`config.mk`:
```
export PLATFORM = sky130hd
export DESIGN_NAME = kogge_stone_wide_seq
export DESIGN_NICKNAME = d
export VERILOG_FILES = /design/src/rtl/kogge_stone_wide_seq.sv
export SDC_FILE = /design/constraint.sdc
export NUM_CORES = 1
export LEC_CHECK = 0
export CORE_ASPECT_RATIO = 1.25
export CORE_UTILIZATION = 30
export CTS_CLUSTER_DIAMETER = 200
export DETAILED_ROUTE_END_ITERATION = 8
export HOLD_SLACK_MARGIN = 0.02
export PLACE_DENSITY = 0.57
export SKIP_LAST_GASP = 1
export SYNTH_ARGS = -nofsm -noshare
export SYNTH_HDL_FRONTEND = slang
export SYNTH_SLANG_ARGS = --single-unit
```
`constraint.sdc`:
```
create_clock -name clk -period 7.4 [get_ports clk]
set_clock_uncertainty 0.15 [all_clocks]
set_input_delay 0.74 -clock clk [delete_from_list [all_inputs] [get_ports clk]]
set_output_delay 0.74 -clock clk [all_outputs]
set_load 0.03 [all_outputs]
```
`src/rtl/kogge_stone_wide_seq.sv`:
```
// rtl/kogge_stone_wide_seq.sv - multi-cycle wide adder sequencer around a 16-bit Kogge-Stone core
//
// kogge_stone_wide_seq: adds two WORDS*16-bit operands one 16-bit slice per
// cycle (LSB slice first), chaining each slice's carry into the next slice.
//   clk, rst            : clock, synchronous active-high reset
//   in_valid/in_ready   : operand handshake (a, b, cin [, sub])
//   out_valid/out_ready : result handshake (sum, cout, ovf)
// Optional macro KS_WIDE_SUB_EN adds input 'sub' selecting a - b.
//
// kogge_stone16: combinational 16-bit Kogge-Stone adder.
//   i_a, i_b, i_cin -> o_sum, o_cout

module kogge_stone16 (
  input  logic [15:0] i_a,
  input  logic [15:0] i_b,
  input  logic        i_cin,
  output logic [15:0] o_sum,
  output logic        o_cout
);
  logic [15:0] w_p0;

  assign w_p0 = i_a ^ i_b;

  always_comb begin : prefix
    logic [15:0] w_g;
    logic [15:0] w_p;
    logic [15:0] w_gn;
    logic [15:0] w_pn;
    w_g = i_a & i_b;
    w_p = w_p0;
    // Fold the carry-in into bit 0 so every group generate already includes it.
    w_g[0] = w_g[0] | (w_p[0] & i_cin);
    for (int lvl = 0; lvl < 4; lvl++) begin
      w_gn = w_g;
      w_pn = w_p;
      for (int i = (1 << lvl); i < 16; i++) begin
        w_gn[i] = w_g[i] | (w_p[i] & w_g[i - (1 << lvl)]);
        w_pn[i] = w_p[i] & w_p[i - (1 << lvl)];
      end
      w_g = w_gn;
      w_p = w_pn;
    end
    // Carry into bit i is the group generate of bits [i-1:0].
    o_sum  = w_p0 ^ {w_g[14:0], i_cin};
    o_cout = w_g[15];
  end
endmodule

module kogge_stone_wide_seq #(
  parameter int WORDS = 4
) (
  input  logic                clk,
  input  logic                rst,
  input  logic                in_valid,
  output logic                in_ready,
  input  logic [16*WORDS-1:0] a,
  input  logic [16*WORDS-1:0] b,
  input  logic                cin,
`ifdef KS_WIDE_SUB_EN
  input  logic                sub,
`endif
  output logic                out_valid,
  input  logic                out_ready,
  output logic [16*WORDS-1:0] sum,
  output logic                cout,
  output logic                ovf
);
  localparam int W  = 16 * WORDS;
  localparam int IW = (WORDS > 1) ? $clog2(WORDS) : 1;

  typedef enum logic [1:0] {S_IDLE, S_RUN, S_DONE} state_t;

  state_t        r_state;
  state_t        w_state_nxt;
  logic [IW-1:0] r_idx;
  logic          r_carry;
  logic [W-1:0]  r_a;
  logic [W-1:0]  r_b;
  logic [W-1:0]  r_sum;
  logic          r_cout;
  logic          r_ovf;
  logic          r_sub;
  logic          w_sub_in;
  logic          w_last;
  logic [15:0]   w_core_b;
  logic [15:0]   w_core_sum;
  logic          w_core_cout;

`ifdef KS_WIDE_SUB_EN
  assign w_sub_in = sub;
`else
  assign w_sub_in = 1'b0;
`endif

  assign w_last   = (r_idx == IW'(WORDS - 1));
  // Subtraction is a + ~b + 1: invert the B slices, the +1 comes from the carry seed.
  assign w_core_b = r_b[16*r_idx +: 16] ^ {16{r_sub}};

  kogge_stone16 u_core (
    .i_a    (r_a[16*r_idx +: 16]),
    .i_b    (w_core_b),
    .i_cin  (r_carry),
    .o_sum  (w_core_sum),
    .o_cout (w_core_cout)
  );

  always_ff @(posedge clk) begin
    if (rst) r_state <= S_IDLE;
    else     r_state <= w_state_nxt;
  end

  always_comb begin
    w_state_nxt = r_state;
    case (r_state)
      S_IDLE:  if (in_valid)  w_state_nxt = S_RUN;
      S_RUN:   if (w_last)    w_state_nxt = S_DONE;
      S_DONE:  if (out_ready) w_state_nxt = S_IDLE;
      default:                w_state_nxt = S_IDLE;
    endcase
  end

  always_comb begin
    in_ready  = (r_state == S_IDLE);
    out_valid = (r_state == S_DONE);
  end

  always_ff @(posedge clk) begin
    if (rst) begin
      r_idx   <= '0;
      r_carry <= 1'b0;
      r_a     <= '0;
      r_b     <= '0;
      r_sub   <= 1'b0;
      r_sum   <= '0;
      r_cout  <= 1'b0;
      r_ovf   <= 1'b0;
    end else begin
      case (r_state)
        S_IDLE: begin
          if (in_valid) begin
            r_a     <= a;
            r_b     <= b;
            r_sub   <= w_sub_in;
            r_carry <= w_sub_in ? 1'b1 : cin;
            r_idx   <= '0;
          end
        end
        S_RUN: begin
          r_sum[16*r_idx +: 16] <= w_core_sum;
          r_carry <= w_core_cout;
          r_idx   <= r_idx + IW'(1);
          if (w_last) begin
            r_cout <= w_core_cout;
            r_ovf  <= r_a[W-1] ^ r_b[W-1] ^ r_sub ^ w_core_sum[15] ^ w_core_cout;
          end
        end
        default: ;
      endcase
    end
  end

  assign sum  = r_sum;
  assign cout = r_cout;
  assign ovf  = r_ovf;
endmodule

```
==> impl_metrics.py, run 1 <==
metrics = {
    "clock_tree": {
        "cts-root-buf": "sky130_fd_sc_hd__clkbuf_16",
        "cts.clk_slew.worst_paths_ns": 0.07,
        "clock_tree.htree_level_count": 4,
        "inserted_clock_buffers": 17,
        "tritoncts_clock_tree": "done",
        "cts_sinks": 199,
        "cts_post_setup_buffers_inserted": 0,
        "post_cts_resized": 0,
        "cts_hold_buf": 0,
        "clock_latency_ns": 0.44,
        "clk_path_buf_depth": 2,
    },
    "setup_path": {
        "critical_path_launch_point": "r_idx[0]",
        "cp_startpoint_kind": "register",
        "timing.critical_path.fanout_max": 23,
        "timing.critical_path.required_ns": 7.59,
        "rrSetupSlack_ns": 2.87,
        "r2r_end": "ovf",
        "critPathCapture": "ovf",
        "timing_worst_setup_path_type": "register to register",
        "timing.rr.start": "r_idx[0]",
        "rr_worst_depth": 11,
        "critical_path_arrival_ns": 4.73,
        "crit_path_end_kind": "register",
    },
    "timing": {
        "hold_violations": 0,
        "fmax_mhz": 221,
        "slew-limit-headroom_pct": 26.6,
        "min_period_over_period_pct": 61.3,
        "worst-slew-pin-transition_ns": 1.10,
        "fin_setup_tns_ns": 0,
        "layout_min_cycle_time_ns": 4.53,
        "hold_slack_ns": 0.302,
        "finalSetupViolCount": 0,
        "finalMaxSlewViolations": 0,
        "grt_setup_unrepaired": "false",
    },
    "detailed_routing": {
        "routed_wire_length_um": 25000,
        "vias": 7274,
        "remaining_drc_errors": 0,
        "wl_per_cell_um": 17.1,
        "drt-initial-drc-count": 458,
        "firstDrtPassIters": 6,
        "avgViaCountPerCell": 4.98,
        "drtAntennaViolNets": 0,
    },
    "synth": {
        "synth.ff_latch_count": 199,
        "netlist_instances": 951,
        "synth-simple-area-share_pct": 16.4,
        "synth_area_in_xor_xnor_pct": 1.47,
        "yosys-mux-area-fraction_pct": 8.76,
        "yosysSeqAreaShare_pct": 47.7,
        "post-synth-top-area-fraction_pct": 47.7,
        "synthesis.area_um2": 8360,
        "synth_ff_type": "sky130_fd_sc_hd__dfxtp_1",
        "yosys.area_share.adder_pct": 3.62,
        "post-synth-top-area-cell": "sky130_fd_sc_hd__dfxtp_1",
        "combinational_family_with_the_most_area_after_synthesis": "compound AO/OA/AOI/OAI gates",
        "synth_area_leaders": "sky130_fd_sc_hd__dfxtp_1 (48%), sky130_fd_sc_hd__nand2_1 (12%), sky130_fd_sc_hd__a21oi_1 (9.2%), sky130_fd_sc_hd__mux4_2 (8.6%), sky130_fd_sc_hd__a22oi_1 (4.9%)",
        "synth_enable_flop_cells": 0,
        "syn-mean-instance-area_um2": 8.79,
        "mappedNetlistNets": 1107,
        "synth.yosys.warnings": 0,
        "synth.distinct_cells": 44,
        "area_fraction_in_compound_gates_after_synthesis_pct": 18.4,
        "synthArstFlopShare_pct": 0,
    },
    "layout": {
        "postLayoutCoreUtil_pct": 41.5,
        "layout.filler_cells": 2752,
        "diodes": 0,
        "non_filler_cell_area_final_um2": 11200,
        "multi_input_comb_area_um2": 4130,
        "finish.net_count": 1260,
        "area.sequential_um2": 3990,
        "post_synthesis_to_final_layout_area_growth_pct": 34.5,
        "final_layout_size_suffix_gt1_share_pct": 7.43,
    },
    "place": {
        "dp_hpwl_um": 18300,
        "dpl_cell_area_um2": 10600,
        "buffer_ports.inserted": 200,
        "place_congestion": 0.832,
    },
    "power_and_ir_drop": {
        "power.net_switching_uw": 665,
        "p_clk_share_pct": 39.1,
        "finalPower_uw": 2510,
        "power.share.combinational_pct": 15.0,
        "irDropWorstVdd_v": 0.000134,
        "p_sw_share_pct": 26.5,
        "cell_leakage_power_uw": 0.00409,
        "internal_power_uw": 1840,
        "seq_power_share_pct": 45.9,
        "p_per_area_nw_per_um2": 223,
    },
    "global_route": {
        "gr-usage-all-layers_pct": 17.9,
        "grt_max_degree": 106,
        "grt_pass1_vias": 6990,
        "antenna_found_initial": 0,
        "globalRouteOverflowTotal": 0,
        "wire_length_of_the_first_global_routing_pass_um": 38500,
    },
    "die": {
        "core_area_um2": 27100,
        "design.die.area_um2": 28500,
        "std_cell_rows": 67,
        "dieWidth_um": 151,
        "die_y_um": 189,
        "ios": 201,
        "initial_cell_density_of_the_core_pct": 30.9,
    },
    "job": {
        "max-cap-violations": 0,
    },
    "run_status": {
        "run_status": "completed",
    },
    "min_path": {
        "timing.hold.worst.class": "register to register",
    },
}
## worst min path at each step
stage | to | slack, ns | from | depth (start not counted)
finish | r_a[37] | 0.30 | r_a[37] | 2
global route | r_a[21] | 0.32 | r_a[21] | 2
CTS | r_a[37] | 0.31 | r_a[37] | 2
detailed placement | r_a[37] | 0.30 | r_a[37] | 2
global placement | r_b[45] | 0.29 | r_b[45] | 2
floorplan | r_a[32] | 0.28 | r_a[32] | 2
## power groups by stage
stage | combinational (uW) | clock [uW] | sequential (uW)
2_1_floorplan | 219 | 0 | 1170
3_3_place_gp | 376 | 0 | 1180
3_5_place_dp | 379 | 0 | 1180
4_1_cts | 380 | 1000 | 1150
5_1_grt | 411 | 1040 | 1160
6_report | 376 | 980 | 1150
## synth_stat cells (all sizes together), types with 4 or more instances
cell type / n
o21ai: 11
a21o: 4
inv: 9
a21oi: 155
nor2: 62
buf: 8
nand2: 271
xor2: 6
a22o: 12
a22oi: 55
ha: 21
mux4: 32
xnor2: 8
clkbuf: 63
dfxtp: 199
## routing by layer
metal,wire length [um],track usage [%],up-vias
met3,1200,3.17,24
li1,-,-,3593
met4,441,5.62,0
met1,10600,22.5,3455
met5,0,0,-
met2,12700,30.5,202
## cell families (layout without fill, tap and decap cells)
family                     count (synthesis)  count (layout)
xor gates and xnor gates                  14              14
adders and majority gates                 23              23
buffers and inverters                     80             246
DFF                                      199             199
AOI/OAI and AO/OA                        252             252
and+or+nand+nor                          350             350
muxes                                     33              33
## through the flow
step           cells  setup WS, ns
2_1_floorplan    951          3.19
3_3_place_gp    1430          2.90
3_5_place_dp    1430          2.81
4_1_cts         1462          2.81
5_1_grt         1462          2.56
6_report        1462          2.87
## state kept, by name, summed over array words and instances, names as in the netlist
| signal | count |
|---|---|
| r_b | 64 |
| r_state | 2 |
| r_a | 64 |
| ovf | 1 |
| r_idx | 2 |
| r_carry | 1 |
| sum | 64 |
| cout | 1 |
## final cells by class
| type | count | area share [%] |
|---|---|---|
| multi-input cells | 672 | 36.7 |
| clock inverters | 12 | 1.47 |
| flip-flops and latches | 199 | 35.5 |
| inverters | 9 | 0.301 |
| repair buffers | 205 | 18.2 |
| well taps | 345 | 3.84 |
| clock buffers | 20 | 4.06 |
## placed cells by master (no fill, tap or decap), types with 2 or more instances in the layout
master / count
sky130_fd_sc_hd__mux4_2: 32
sky130_fd_sc_hd__clkdlybuf4s50_1: 199
sky130_fd_sc_hd__dfxtp_2: 2
sky130_fd_sc_hd__inv_1: 9
sky130_fd_sc_hd__nor2b_1: 2
sky130_fd_sc_hd__o21ai_0: 10
sky130_fd_sc_hd__xnor2_1: 8
sky130_fd_sc_hd__clkinv_4: 2
sky130_fd_sc_hd__clkbuf_8: 2
sky130_fd_sc_hd__ha_1: 21
sky130_fd_sc_hd__a22o_1: 12
sky130_fd_sc_hd__nand2b_1: 2
sky130_fd_sc_hd__nor4b_4: 3
sky130_fd_sc_hd__clkbuf_16: 17
sky130_fd_sc_hd__dfxtp_1: 197
sky130_fd_sc_hd__fa_1: 2
sky130_fd_sc_hd__o211ai_1: 2
sky130_fd_sc_hd__a311oi_1: 2
sky130_fd_sc_hd__clkinvlp_4: 2
sky130_fd_sc_hd__bufinv_16: 3
sky130_fd_sc_hd__inv_6: 3
sky130_fd_sc_hd__nand4_1: 3
sky130_fd_sc_hd__xor2_1: 6
sky130_fd_sc_hd__a22oi_1: 55
sky130_fd_sc_hd__nand2_1: 270
sky130_fd_sc_hd__nor2_1: 62
sky130_fd_sc_hd__nor3_1: 2
sky130_fd_sc_hd__buf_4: 5
sky130_fd_sc_hd__a21oi_1: 154
sky130_fd_sc_hd__a21o_1: 4
## worst max-delay path: stages (launching register included)
cell,delay [ns]
sky130_fd_sc_hd__dfxtp_2,0.67
sky130_fd_sc_hd__buf_4,0.53
sky130_fd_sc_hd__mux4_2,0.60
sky130_fd_sc_hd__fa_1,0.46
sky130_fd_sc_hd__fa_1,0.43
sky130_fd_sc_hd__a21o_1,0.21
sky130_fd_sc_hd__a221oi_4,0.33
sky130_fd_sc_hd__o22ai_2,0.19
sky130_fd_sc_hd__a211o_1,0.34
sky130_fd_sc_hd__a21oi_2,0.19
sky130_fd_sc_hd__xnor2_1,0.09
sky130_fd_sc_hd__a311oi_1,0.24
Power figures use the tool's default switching activity.
==> run 2: changes to the inputs <==
Clock period 7.4 ns to 4.2 ns, I/O delays scaled along.
==> impl_metrics.py, run 2 (same netlist as run 1, synthesis figures left out) <==
metrics = {
    "global_route": {
        "grt_pass1_vias": 7075,
        "gr-usage-all-layers_pct": 18.1,
        "grt_max_degree": 123,
        "wire_length_of_the_first_global_routing_pass_um": 38900,
        "antenna_found_initial": 0,
        "globalRouteOverflowTotal": 0,
    },
    "timing": {
        "finalSetupViolCount": 0,
        "min_period_over_period_pct": 88.9,
        "layout_min_cycle_time_ns": 3.74,
        "fmax_mhz": 268,
        "finalMaxSlewViolations": 0,
        "hold_violations": 0,
        "worst-slew-pin-transition_ns": 0.916,
        "fin_setup_tns_ns": 0,
        "grt_setup_unrepaired": "false",
        "slew-limit-headroom_pct": 38.9,
        "hold_slack_ns": 0.303,
        "post_route_worst_setup_slack_ns": 0.464,
    },
    "power_and_ir_drop": {
        "irDropWorstVdd_v": 0.000206,
        "p_per_area_nw_per_um2": 384,
        "cell_leakage_power_uw": 0.00409,
    },
    "detailed_routing": {
        "avgViaCountPerCell": 4.93,
        "drt-initial-drc-count": 360,
        "met3WireLength_um": 1080,
        "wl_per_cell_um": 17.4,
        "remaining_drc_errors": 0,
        "firstDrtPassIters": 5,
        "routedLengthMet1_um": 11100,
        "met2_wire_length_um": 12900,
        "routed_wire_length_um": 25600,
        "vias": 7251,
        "drtAntennaViolNets": 0,
        "route.top_layer_used": "met4",
    },
    "clock_tree": {
        "tritoncts_clock_tree": "done",
        "cts-root-buf": "sky130_fd_sc_hd__clkbuf_16",
        "cts_hold_buf": 0,
        "post_cts_resized": 0,
        "cts_sinks": 199,
        "inserted_clock_buffers": 17,
        "cts.clk_slew.worst_paths_ns": 0.07,
        "cts_post_setup_buffers_inserted": 0,
        "clock_latency_ns": 0.44,
        "clock_tree.htree_level_count": 4,
        "clk_path_buf_depth": 2,
    },
    "layout": {
        "final_cell_mix": "sky130_fd_sc_hd__nand2_1 (270), sky130_fd_sc_hd__clkdlybuf4s50_1 (199), sky130_fd_sc_hd__dfxtp_1 (197), sky130_fd_sc_hd__a21oi_1 (154), sky130_fd_sc_hd__nor2_1 (62)",
        "non_filler_cell_area_final_um2": 11200,
        "final_layout_size_suffix_gt1_share_pct": 8.09,
        "post_synthesis_to_final_layout_area_growth_pct": 34.4,
        "finish.net_count": 1269,
        "diodes": 0,
        "final_common_cell": "sky130_fd_sc_hd__nand2_1",
        "layout.filler_cells": 2684,
    },
    "setup_path": {
        "crit_slowest_cell": "sky130_fd_sc_hd__mux4_2",
        "timing.critical_path.required_ns": 4.39,
        "r2r_end": "ovf",
        "critical_path.max_stage_delay_ns": 0.61,
        "cp_cell_sequence": "buf_4 > mux4_2 > fa_1 > a21o_1 > a221oi_4 > o22ai_2 > a211o_1 > a21oi_2 > xnor2_1 > a311oi_1",
        "cp_startpoint_kind": "register",
        "cpLargestDelayFamily": "compound AO/OA/AOI/OAI gates",
        "rr_worst_depth": 10,
        "timing.rr.start": "r_idx[0]",
        "timing.critical_path.fanout_max": 24,
        "rrSetupSlack_ns": 0.46,
        "crit_path_end_kind": "register",
        "timing_worst_setup_path_type": "register to register",
        "path_buf_inv": 1,
        "critical_path_arrival_ns": 3.93,
    },
    "place": {
        "place_congestion": 0.852,
        "buffer_ports.inserted": 200,
        "dpl_cell_area_um2": 10700,
        "dpl_worst_slack_ns": 0.442,
        "dp_hpwl_um": 18700,
    },
    "min_path": {
        "timing.hold.worst_endpoint": "r_b[44]",
        "timing.hold.worst.class": "register to register",
        "hold_depth": 2,
        "hold_path_startpoint": "r_b[44]",
    },
    "die": {
        "std_cell_rows": 67,
        "design.die.area_um2": 28500,
        "dieWidth_um": 151,
        "die_y_um": 189,
        "ios": 201,
        "initial_cell_density_of_the_core_pct": 30.9,
        "core_area_um2": 27100,
    },
    "run_status": {
        "run_status": "completed",
    },
    "job": {
        "max-cap-violations": 0,
    },
}
[run 2: cell count changes in the layout (fill, tap and decap cells not counted), sizes merged]
| cell | previous run | this run |
|---|---|---|
| buf | 6 | 15 |
| bufinv | 3 | 2 |
| clkbuf | 20 | 19 |
| clkinv | 3 | 5 |
| clkinvlp | 2 | 4 |
| inv | 13 | 10 |
[run 2: worst max path at each step]
stage	cells past startpoint	slack, ns	to	start
finish	10	0.46	ovf	r_idx[0]
CTS	10	0.41	ovf	r_idx[0]
global placement	10	0.51	ovf	r_idx[0]
detailed placement	10	0.44	ovf	r_idx[0]
global route	10	0.19	ovf	r_idx[0]
floorplan	12	0.26	ovf	r_idx[0]
[run 2: routing by layer]
metal | GRT usage (%) | up-vias
li1 | - | 3605
met5 | 0 | -
met1 | 22.5 | 3429
met4 | 6.31 | 0
met2 | 31.1 | 188
met3 | 2.81 | 29
[run 2: power breakdown]
| part | internal, uW | total, uW | switching (uW) |
|---|---|---|---|
| clock network | 888 | 1610 | 722 |
| registers | 1970 | 2030 | 51.8 |
| logic | 297 | 673 | 377 |
| total | 3160 | 4310 | 1150 |
[run 2: stage by stage]
step                total power [uW]  instances  util, %
floorplan                       2450        951        -
global placement                2740       1439     39.4
detailed placement              2750       1439     39.4
CTS                             4340       1470     41.5
global route                    4490       1470     41.5
finish                          4310       1470     41.5
[run 2: layout make-up]
class                           count  area [um^2]  area share [%]
Inverter                            9         33.8           0.301
Tap cell                          345          432            3.84
Clock buffer                       19          443            3.94
Sequential cell                   199         3990            35.5
Timing Repair Buffer              214         2120            18.9
Clock inverter                     12          128            1.14
Multi-Input combinational cell    672         4090            36.4
[run 2: tightest hold or removal path: cells and delay by family (launching register included)]
family / cells / cell delay (ns)
AND/OR/NAND/NOR: 1 / 0.05
AO/OA/AOI/OAI: 1 / 0.05
flip-flops: 1 / 0.31
